===== src/rtl/rv_pkg.sv =====
// Shared RV64 constants used by the fetch stage and its neighbours (decode, imm gen).
package rv_pkg;

  localparam int unsigned XLEN = 64;
  localparam int unsigned ILEN = 32;

  typedef enum logic [6:0] {
    OP_IMM = 7'b0010011,
    LOAD   = 7'b0000011,
    STORE  = 7'b0100011,
    BRANCH = 7'b1100011
  } opcode_e;

  localparam logic [ILEN-1:0] NOP = 32'h0000_0013;

endpackage


===== src/rtl/fetch_fifo.sv =====
// Small circular FIFO holding {pc, instr} pairs between the imem response and decode.
module fetch_fifo import rv_pkg::*; #(
  parameter int unsigned WIDTH = XLEN + ILEN,
  parameter int unsigned DEPTH = 2,
  localparam int unsigned CW = $clog2(DEPTH + 1),
  localparam int unsigned PW = (DEPTH > 1) ? $clog2(DEPTH) : 1
) (
  input  logic             clk,
  input  logic             rst_n,
  input  logic             push,
  input  logic             pop,
  input  logic             flush,
  input  logic [WIDTH-1:0] din,
  output logic [CW-1:0]    count,
  output logic [WIDTH-1:0] head
);

  logic [WIDTH-1:0] mem [DEPTH];
  logic [PW-1:0]    rd_ptr;
  logic [PW-1:0]    wr_ptr;

  function automatic logic [PW-1:0] next_ptr(input logic [PW-1:0] p);
    return (p == PW'(DEPTH - 1)) ? '0 : p + 1'b1;
  endfunction

  always_ff @(posedge clk or negedge rst_n) begin
    if (!rst_n) begin
      rd_ptr <= '0;
      wr_ptr <= '0;
      count  <= '0;
    end else if (flush) begin
      rd_ptr <= '0;
      wr_ptr <= '0;
      count  <= '0;
    end else begin
      if (push) wr_ptr <= next_ptr(wr_ptr);
      if (pop)  rd_ptr <= next_ptr(rd_ptr);
      count <= count + CW'(push) - CW'(pop);
    end
  end

  // NOTE: storage is deliberately not reset; count gates every read, so stale entries are never visible.
  always_ff @(posedge clk) begin
    if (push && !flush) mem[wr_ptr] <= din;
  end

  assign head = mem[rd_ptr];

endmodule


===== src/rtl/instr_fetch.sv =====
// RV64 instruction-fetch stage: PC, credit-limited imem requests, fetch FIFO, redirect flush.
// Optional feature macro: IFETCH_PERF_CNT_EN adds saturating perf_fetched / perf_flushed counters.
module instr_fetch import rv_pkg::*; #(
  parameter int unsigned     XLEN     = rv_pkg::XLEN,
  parameter logic [XLEN-1:0] RESET_PC = '0,
  parameter int unsigned     DEPTH    = 2
) (
  input  logic            clk,
  input  logic            rst_n,
  output logic            imem_req,
  output logic [XLEN-1:0] imem_addr,
  input  logic [ILEN-1:0] imem_rdata,
  input  logic            redirect_valid,
  input  logic [XLEN-1:0] redirect_pc,
  output logic            id_valid,
  input  logic            id_ready,
  output logic [ILEN-1:0] id_instr,
  output logic [XLEN-1:0] id_pc
`ifdef IFETCH_PERF_CNT_EN
  ,
  output logic [63:0]     perf_fetched,
  output logic [63:0]     perf_flushed
`endif
);

  localparam int unsigned CW = $clog2(DEPTH + 1);
  localparam int unsigned W  = XLEN + ILEN;

  logic [XLEN-1:0] pc;
  logic [XLEN-1:0] inflight_pc;
  logic            inflight;
  logic [CW-1:0]   count;
  logic [W-1:0]    head;
  logic [XLEN-1:0] redirect_addr;
  logic            pop;
  logic            push;
  logic            credit_ok;
  logic            issue;
  logic            unused_redirect_lsbs;

  assign unused_redirect_lsbs = ^redirect_pc[1:0];
  assign redirect_addr = {redirect_pc[XLEN-1:2], 2'b00};

  // A redirect cancels both the response arriving now and any decode handshake this cycle.
  assign id_valid  = (count != '0);
  assign pop       = id_valid && id_ready && !redirect_valid;
  assign push      = inflight && !redirect_valid;
  assign credit_ok = (32'(count) + 32'(inflight) + 32'd1) <= (32'(DEPTH) + 32'(pop));
  assign issue     = rst_n && (redirect_valid || credit_ok);

  assign imem_req  = issue;
  assign imem_addr = redirect_valid ? redirect_addr : pc;
  assign id_pc     = id_valid ? head[W-1:ILEN] : '0;
  assign id_instr  = id_valid ? head[ILEN-1:0] : '0;

  // NOTE: sequential state uses non-blocking assignments so every register samples pre-edge values.
  always_ff @(posedge clk or negedge rst_n) begin
    if (!rst_n) begin
      pc          <= RESET_PC;
      inflight    <= 1'b0;
      inflight_pc <= '0;
    end else begin
      inflight    <= issue;
      inflight_pc <= imem_addr;
      if (issue) pc <= imem_addr + XLEN'(4);
    end
  end

  fetch_fifo #(
    .WIDTH (W),
    .DEPTH (DEPTH)
  ) u_fifo (
    .clk   (clk),
    .rst_n (rst_n),
    .push  (push),
    .pop   (pop),
    .flush (redirect_valid),
    .din   ({inflight_pc, imem_rdata}),
    .count (count),
    .head  (head)
  );

`ifdef IFETCH_PERF_CNT_EN
  logic [64:0] flushed_sum;

  always_comb flushed_sum = {1'b0, perf_flushed} + 65'(count) + 65'(inflight);

  always_ff @(posedge clk or negedge rst_n) begin
    if (!rst_n) begin
      perf_fetched <= '0;
      perf_flushed <= '0;
    end else begin
      if (pop && (perf_fetched != '1)) perf_fetched <= perf_fetched + 64'd1;
      if (redirect_valid) perf_flushed <= flushed_sum[64] ? '1 : flushed_sum[63:0];
    end
  end
`endif

endmodule


===== config.mk =====
export PLATFORM = sky130hd
export DESIGN_NAME = instr_fetch
export DESIGN_NICKNAME = d
export VERILOG_FILES = /design/src/rtl/rv_pkg.sv /design/src/rtl/fetch_fifo.sv /design/src/rtl/instr_fetch.sv
export SDC_FILE = /design/constraint.sdc
export NUM_CORES = 1
export LEC_CHECK = 0
export BUFFER_PORTS_ARGS = -buffer_cell sky130_fd_sc_hd__clkbuf_2
export CAP_MARGIN = 25
export CORE_MARGIN = 2
export CORE_UTILIZATION = 35
export CTS_BUF_LIST = sky130_fd_sc_hd__clkbuf_16
export DETAILED_ROUTE_END_ITERATION = 6
export PLACE_DENSITY = 0.66
export SETUP_SLACK_MARGIN = 0.5
export SLEW_MARGIN = 10
export SYNTH_ARGS = -nofsm -noshare
export SYNTH_HDL_FRONTEND = slang
export SYNTH_SLANG_ARGS = --single-unit
export TNS_END_PERCENT = 30

===== constraint.sdc =====
create_clock -name clk -period 17.8 [get_ports clk]
set_input_delay 1.78 -clock clk [delete_from_list [all_inputs] [get_ports clk]]
set_output_delay 1.78 -clock clk [all_outputs]
set_load 0.02 [all_outputs]

# Word level (Yosys, flattened, before mapping)
# Memory sizes are Yosys's and may differ from the RTL's.
# Index checks and enable logic that the tools add are counted.
[totals]
elab_cells = 38
latch_bits = 0
regBits = 133
rom_bits = 0
mem_bits_rw = 192
n_memories = 1
input_bits = 100
out_inout_bits = 162
[classes]
n_mul = 0
addsub = 8
mux = 12
n_shift = 0
n_div = 0
order_cmp = 1
n_eq_ne = 0
bitwise = 0
n_reduce_logical = 10
[memory_table]
columns = ["memory", "words", "width", "rd", "rd_ports_with_merged_regs", "wr", "line", "text"]
rows = [
  ["u_fifo.mem", 2, 96, 1, 0, 1, "fetch_fifo.sv:18", "logic [WIDTH-1:0] mem [DEPTH];"],
]
[op_table]
columns = ["cell", "count"]
rows = [
  ["64-bit 2-to-1 mux", 2],
  ["64-bit by 3-bit adder with 64-bit output (second input constant)", 1],
  ["32-bit 2-to-1 mux", 1],
  ["1-bit 2-to-1 mux", 8],
  ["2-bit nonzero test", 3],
  ["1-bit logical AND", 5],
  ["3-bit by 1-bit adder with 4-bit output (second input constant)", 1],
  ["4-bit by 3-bit less-or-equal comparator with 1-bit output", 1],
  ["2-bit by 1-bit adder with 3-bit output", 1],
  ["2-bit by 1-bit adder with 3-bit output (first input constant)", 1],
  ["1-bit adder (second input constant)", 2],
  ["2-bit by 1-bit adder with 2-bit output", 1],
  ["2-bit 2-to-1 mux", 1],
  ["2-bit by 1-bit subtractor with 2-bit output", 1],
  ["1-bit zero test", 1],
  ["1-bit logical OR", 1],
]

# Longest topological paths before layout
[logic_depth]
word_depth = 7
mapped_depth = 15
mapped_depth_nobuf = 12

# Modules after synthesis
# Synthesis repeated with hierarchy kept, for this count alone.
[hier_totals]
cells_unflattened = 1116
area_unflattened_um2 = 14964.4
[modules_own_cells]
columns = ["mod", "area_per_inst_um2", "instances", "cells_each", "seq_area_each_um2"]
rows = [
  ["instr_fetch", 7716.2, 1, 800, 3228.1],
  ["fetch_fifo", 7248.2, 1, 316, 5865.6],
]

# Worst setup path after synthesis
# OpenSTA, ideal clock, no wires.
[synth_timing]
path_kind = "input port to flip-flop"
startpoint = "in redirect_valid"
endpoint = "mem u_fifo.mem[0][0] (netlist name), enable pin"
stages = 7
t_arrival_ps = 9376
required_time_ps = 17131
setup_ps = 669
path_buffers = 6
slack_ps = 7755
path_cell_list = "buf_6 > buf_4 > buf_4 > buf_2 > buf_1 > buf_1 > nor3_1"
[synth_via]
elab_chain_cells = 5
[synth_rtl]
columns = ["element", "line", "text"]
rows = [
  ["from (decl)", "instr_fetch.sv:13", "input logic redirect_valid,"],
  ["1-bit zero test (*)", "fetch_fifo.sv:44, instr_fetch.sv:47", ""],
  ["1-bit logical AND", "instr_fetch.sv:47", "assign push = inflight && !redirect_valid;"],
  ["1-bit logical AND (*)", "fetch_fifo.sv:44", "if (push && !flush) mem[wr_ptr] <= din;"],
  ["1-bit 2-to-1 mux (*)", "fetch_fifo.sv:44", ""],
  ["1-bit 2-to-1 mux (not written as such) (*)", "fetch_fifo.sv:44", ""],
  ["to (decl)", "fetch_fifo.sv:18", ""],
]
# Mark *: on every way between the ends. The rest lies on a longest branch, timed or not.

# Final worst setup path
[layout_timing]
startpoint = "in redirect_valid"
endpoint = "out imem_req"
[layout_via]
elab_chain_cells = 6
[layout_rtl]
columns = ["element", "line", "text"]
rows = [
  ["1-bit zero test", "instr_fetch.sv:46", "assign pop = id_valid && id_ready && !redirect_valid;"],
  ["1-bit logical AND", "instr_fetch.sv:46", ""],
  ["2-bit by 1-bit adder with 3-bit output", "instr_fetch.sv:48", "assign credit_ok = (32'(count) + 32'(inflight) + 32'd1) <= (32'(DEPTH) + 32'(pop));"],
  ["4-bit by 3-bit less-or-equal comparator with 1-bit output", "instr_fetch.sv:48", ""],
  ["1-bit logical OR (*)", "instr_fetch.sv:49", "assign issue = rst_n && (redirect_valid || credit_ok);"],
  ["1-bit logical AND (*)", "instr_fetch.sv:49", ""],
  ["to (decl)", "instr_fetch.sv:10", "output logic imem_req,"],
]
# Marked as above.

==> summary.md <==
| Metric | Value |
|---|---|
| Crit path kind | `input pin to output port` |
| Clk Latency, worst-skew pair | `0.54 ns` |
| H-tree depth | `2` |
| Worst path depth | `9` |
| Least-Margin Pin Slew | `0.9727 ns` |
| Via density per instance | `just over 5` |
| Syn Area/Cell | `12.69 um2` |
| CTS resizes | `0` |
| CTS root buffer | `clkbuf_16` |
| Final #Nets | `~1500` |
| Crit path from | `redirect_valid` |
| Most used DFF post-synth | `edfxtp_1` |
| Async SR Flop Fraction | `40.92%` |
| Synth unique cells | `61` |
| Post-synth top area share | `40.32%` |
| Max Clock Skew | `approximately 0.025 ns` |
| Final wirelength | `around 37000 um` |
| Area growth syn-to-layout | `21.04%` |
| Cell-by-cell listing of the critical path | `buf_4, nor2_1, ha_1, nor2_1, a21oi_1, o21ai_4, buf_4, inv_1, clkbuf_2` |
| Crit Path Max Fanout | `65` |
| Synth Warn # | `0` |
| FMAX | `176.9 MHz` |
| Crit path DAT | `3.87 ns` |
| IO buf count | `around 260` |
| Post-CTS setup buffers | `0` |
| Number of global-route vias before repair | `9634` |
| CTS Hold Bufs | `0` |
| TritonCTS clock tree | `yes` |
| Most common cell in the netlist | `edfxtp_1` |
| Initial Utilization | `approximately a third` |
| Routability Congestion | `0.8376` |
| Largest net degree at the start of global routing | `a little over 90` |
| Post-DP HPWL | `26250 um` |
| Longest Clk Path Bufs | `3` |
| Clock-pin slew on the worst setup and hold paths | `0.06 ns` |
| GRT overflow | `0` |
| Startpoint types | `input pin` |
| Hold WC Path Type | `flop to flop` |
| Setup crit end | `imem_req` |
| Synth area leader | `edfxtp_1` |
| Seq cells post-synth | `325` |
| CP max stage delay | `0.50 ns` |
| Buffers & Inverters on Critical Path | `4` |
| Synthesized Nets | `1233` |
| Final count of hold timing violations | `0` |
| Top area cells in the synthesized netlist | `edfxtp_1 40%, dfrtp_1 23%, mux2i_1 8.4%` |
| 1st-pass router iterations | `6` |
| First-pass GRT wire length | `55130 um` |
| VDD IR max | `99.33 uV` |
| Setup tns final | `0 ns` |
| Worst reg2reg path depth | `13` |
| Remaining DRCs | `0` |
| IO Pins | `262` |
| Seq/Total Area, Yosys | `between 60% and 70%` |
| Antenna viol nets, final | `0` |
| Max-Cap Viols | `0` |
| P_leak | `~7 nW` |
| EDFF count, synth | `192` |
| Top cells by count, synth | `192 x edfxtp_1, 133 x dfrtp_1, 120 x mux2i_1` |
| Post-Place Worst Slack | `roughly 12 ns` |
| Total CTS buffers | `36` |
| Pwr Density | `roughly 150 nW/um2` |
| Fin crit share | `31.75%` |
| FP Rows | `74` |
| Reg2reg start | `u_fifo.count[1]` |
| Slew Limit Fails | `0` |
| Die area | `42490 um2` |
| Core box area | `between 40000 and 50000 um2` |
| Layout cells sized above 1 | `26.95%` |
| Die Y | `around 200 um` |
| Clock Sinks | `325` |
| Final setup viols | `0` |
| Status | `completed` |
| RSZ-0062 raised after global routing | `no` |
| Initial antenna violation count | `1` |
| Final min period | `5.652 ns` |
| Crit-path slowest cell | `buf_4` |
| Worst slew margin | `35.15%` |
| Reg2reg end | `pc[54]` |
| WL/cell | `18.95 um` |
| Crit path max-delay family | `buffers and inverters` |
| Worst setup EP type | `output port` |
| Die Span X | `between 200 and 250 um` |
| CP Data Required Time | `16.02 ns` |
| Mapped Cells | `1127` |
| DRC violation total after the first TritonRoute iteration | `651` |
| Worst Setup Slack, final | `approximately 12 ns` |
| Total GRT Usage | `17.03%` |
| Mapped cell area | `14300 um2` |
| Min Hold Slack | `0.4313 ns` |
| Worst reg2reg setup slack | `between 10 and 15 ns` |
| Total vias in the final route | `approximately 10000` |
| Fill count | `3800` |
## flip-flops by register name, indices dropped and copies added, names as in the netlist
name / flops
inflight: 1
u_fifo.wr_ptr: 1
u_fifo.count: 2
inflight_pc: 64
pc: 64
u_fifo.mem: 192
u_fifo.rd_ptr: 1
## routing by layer
metal  share of wire (%)  global-route usage [%]
met2                  47                   27.48
met4                 1.9                   5.000
met5                   0                       0
met1                  44                   22.62
met3                 6.6                   4.352
## how the worst min path moves through the flow
stage                     slack (ns)  cells after the start           endpoint             from
after CTS                       0.42                      0  u_fifo.mem[1][94]  inflight_pc[62]
after global routing            0.42                      0  u_fifo.mem[1][94]  inflight_pc[62]
after floorplan                 0.42                      0  u_fifo.mem[0][32]   inflight_pc[0]
after detailed placement        0.43                      0  u_fifo.mem[1][86]  inflight_pc[54]
after global placement          0.42                      0  u_fifo.mem[0][91]  inflight_pc[59]
final                           0.43                      0  u_fifo.mem[1][94]  inflight_pc[62]
## final cells by class
type                       count  area, um2  share of cell area (%)
timing repair buffer         272       1403                   8.103
antenna                        2      5.005                 0.02891
sequential                   325       9097                   52.56
clock buffer                  38      950.9                   5.494
tap                          532      665.6                   3.846
multi-input combinational    718       4873                   28.16
inverter                      30      112.6                  0.6506
clock inverter                27      201.4                   1.164
## report_power, final
group          internal [mW]  switching [mW]  total [mW]
Clock                  0.420           0.306       0.726
Combinational          0.256           0.501       0.757
Sequential             0.993           0.115        1.11
## per-stage QoR
| step | utilization (%) | total power, mW | instances | cell area (um2) |
|---|---|---|---|---|
| floorplan | - | 1.616 | 1127 | 14300 |
| global placement | 39.83 | 1.871 | 1877 | 16150 |
| detailed placement | 39.83 | 1.892 | 1877 | 16150 |
| CTS | 42.67 | 2.627 | 1942 | 17300 |
| global route | 42.67 | 2.741 | 1942 | 17300 |
| finish | 42.68 | 2.592 | 1944 | 17310 |
## layout by cell type (no fill, tap or decap), types with 18 or more instances in the layout
master | netlist | routed
nand2_1 | 89 | 89
clkbuf_2 | 0 | 257
o21ai_1 | 20 | 19
nand3b_1 | 22 | 22
edfxtp_1 | 192 | 192
nor3_1 | 19 | 18
a21oi_1 | 18 | 18
mux2_2 | 36 | 36
clkbuf_16 | 0 | 38
o21ai_0 | 34 | 34
dfrtp_1 | 133 | 132
nand3_1 | 47 | 47
nand4_1 | 32 | 32
xnor2_1 | 45 | 45
mux2i_1 | 120 | 120
nor2_1 | 117 | 116
inv_1 | 30 | 35
## cell families after synthesis
kind of cell | count (synthesis) | synth area share (%)
DFF | 325 | 63.59
AOI/OAI and AO/OA | 125 | 5.652
muxes | 156 | 11.23
xor gates and xnor gates | 51 | 3.124
and+or+nand+nor | 380 | 13.36
buffers and inverters | 84 | 2.511
adders and majority gates | 6 | 0.5250
Power figures use the tool's default switching activity.
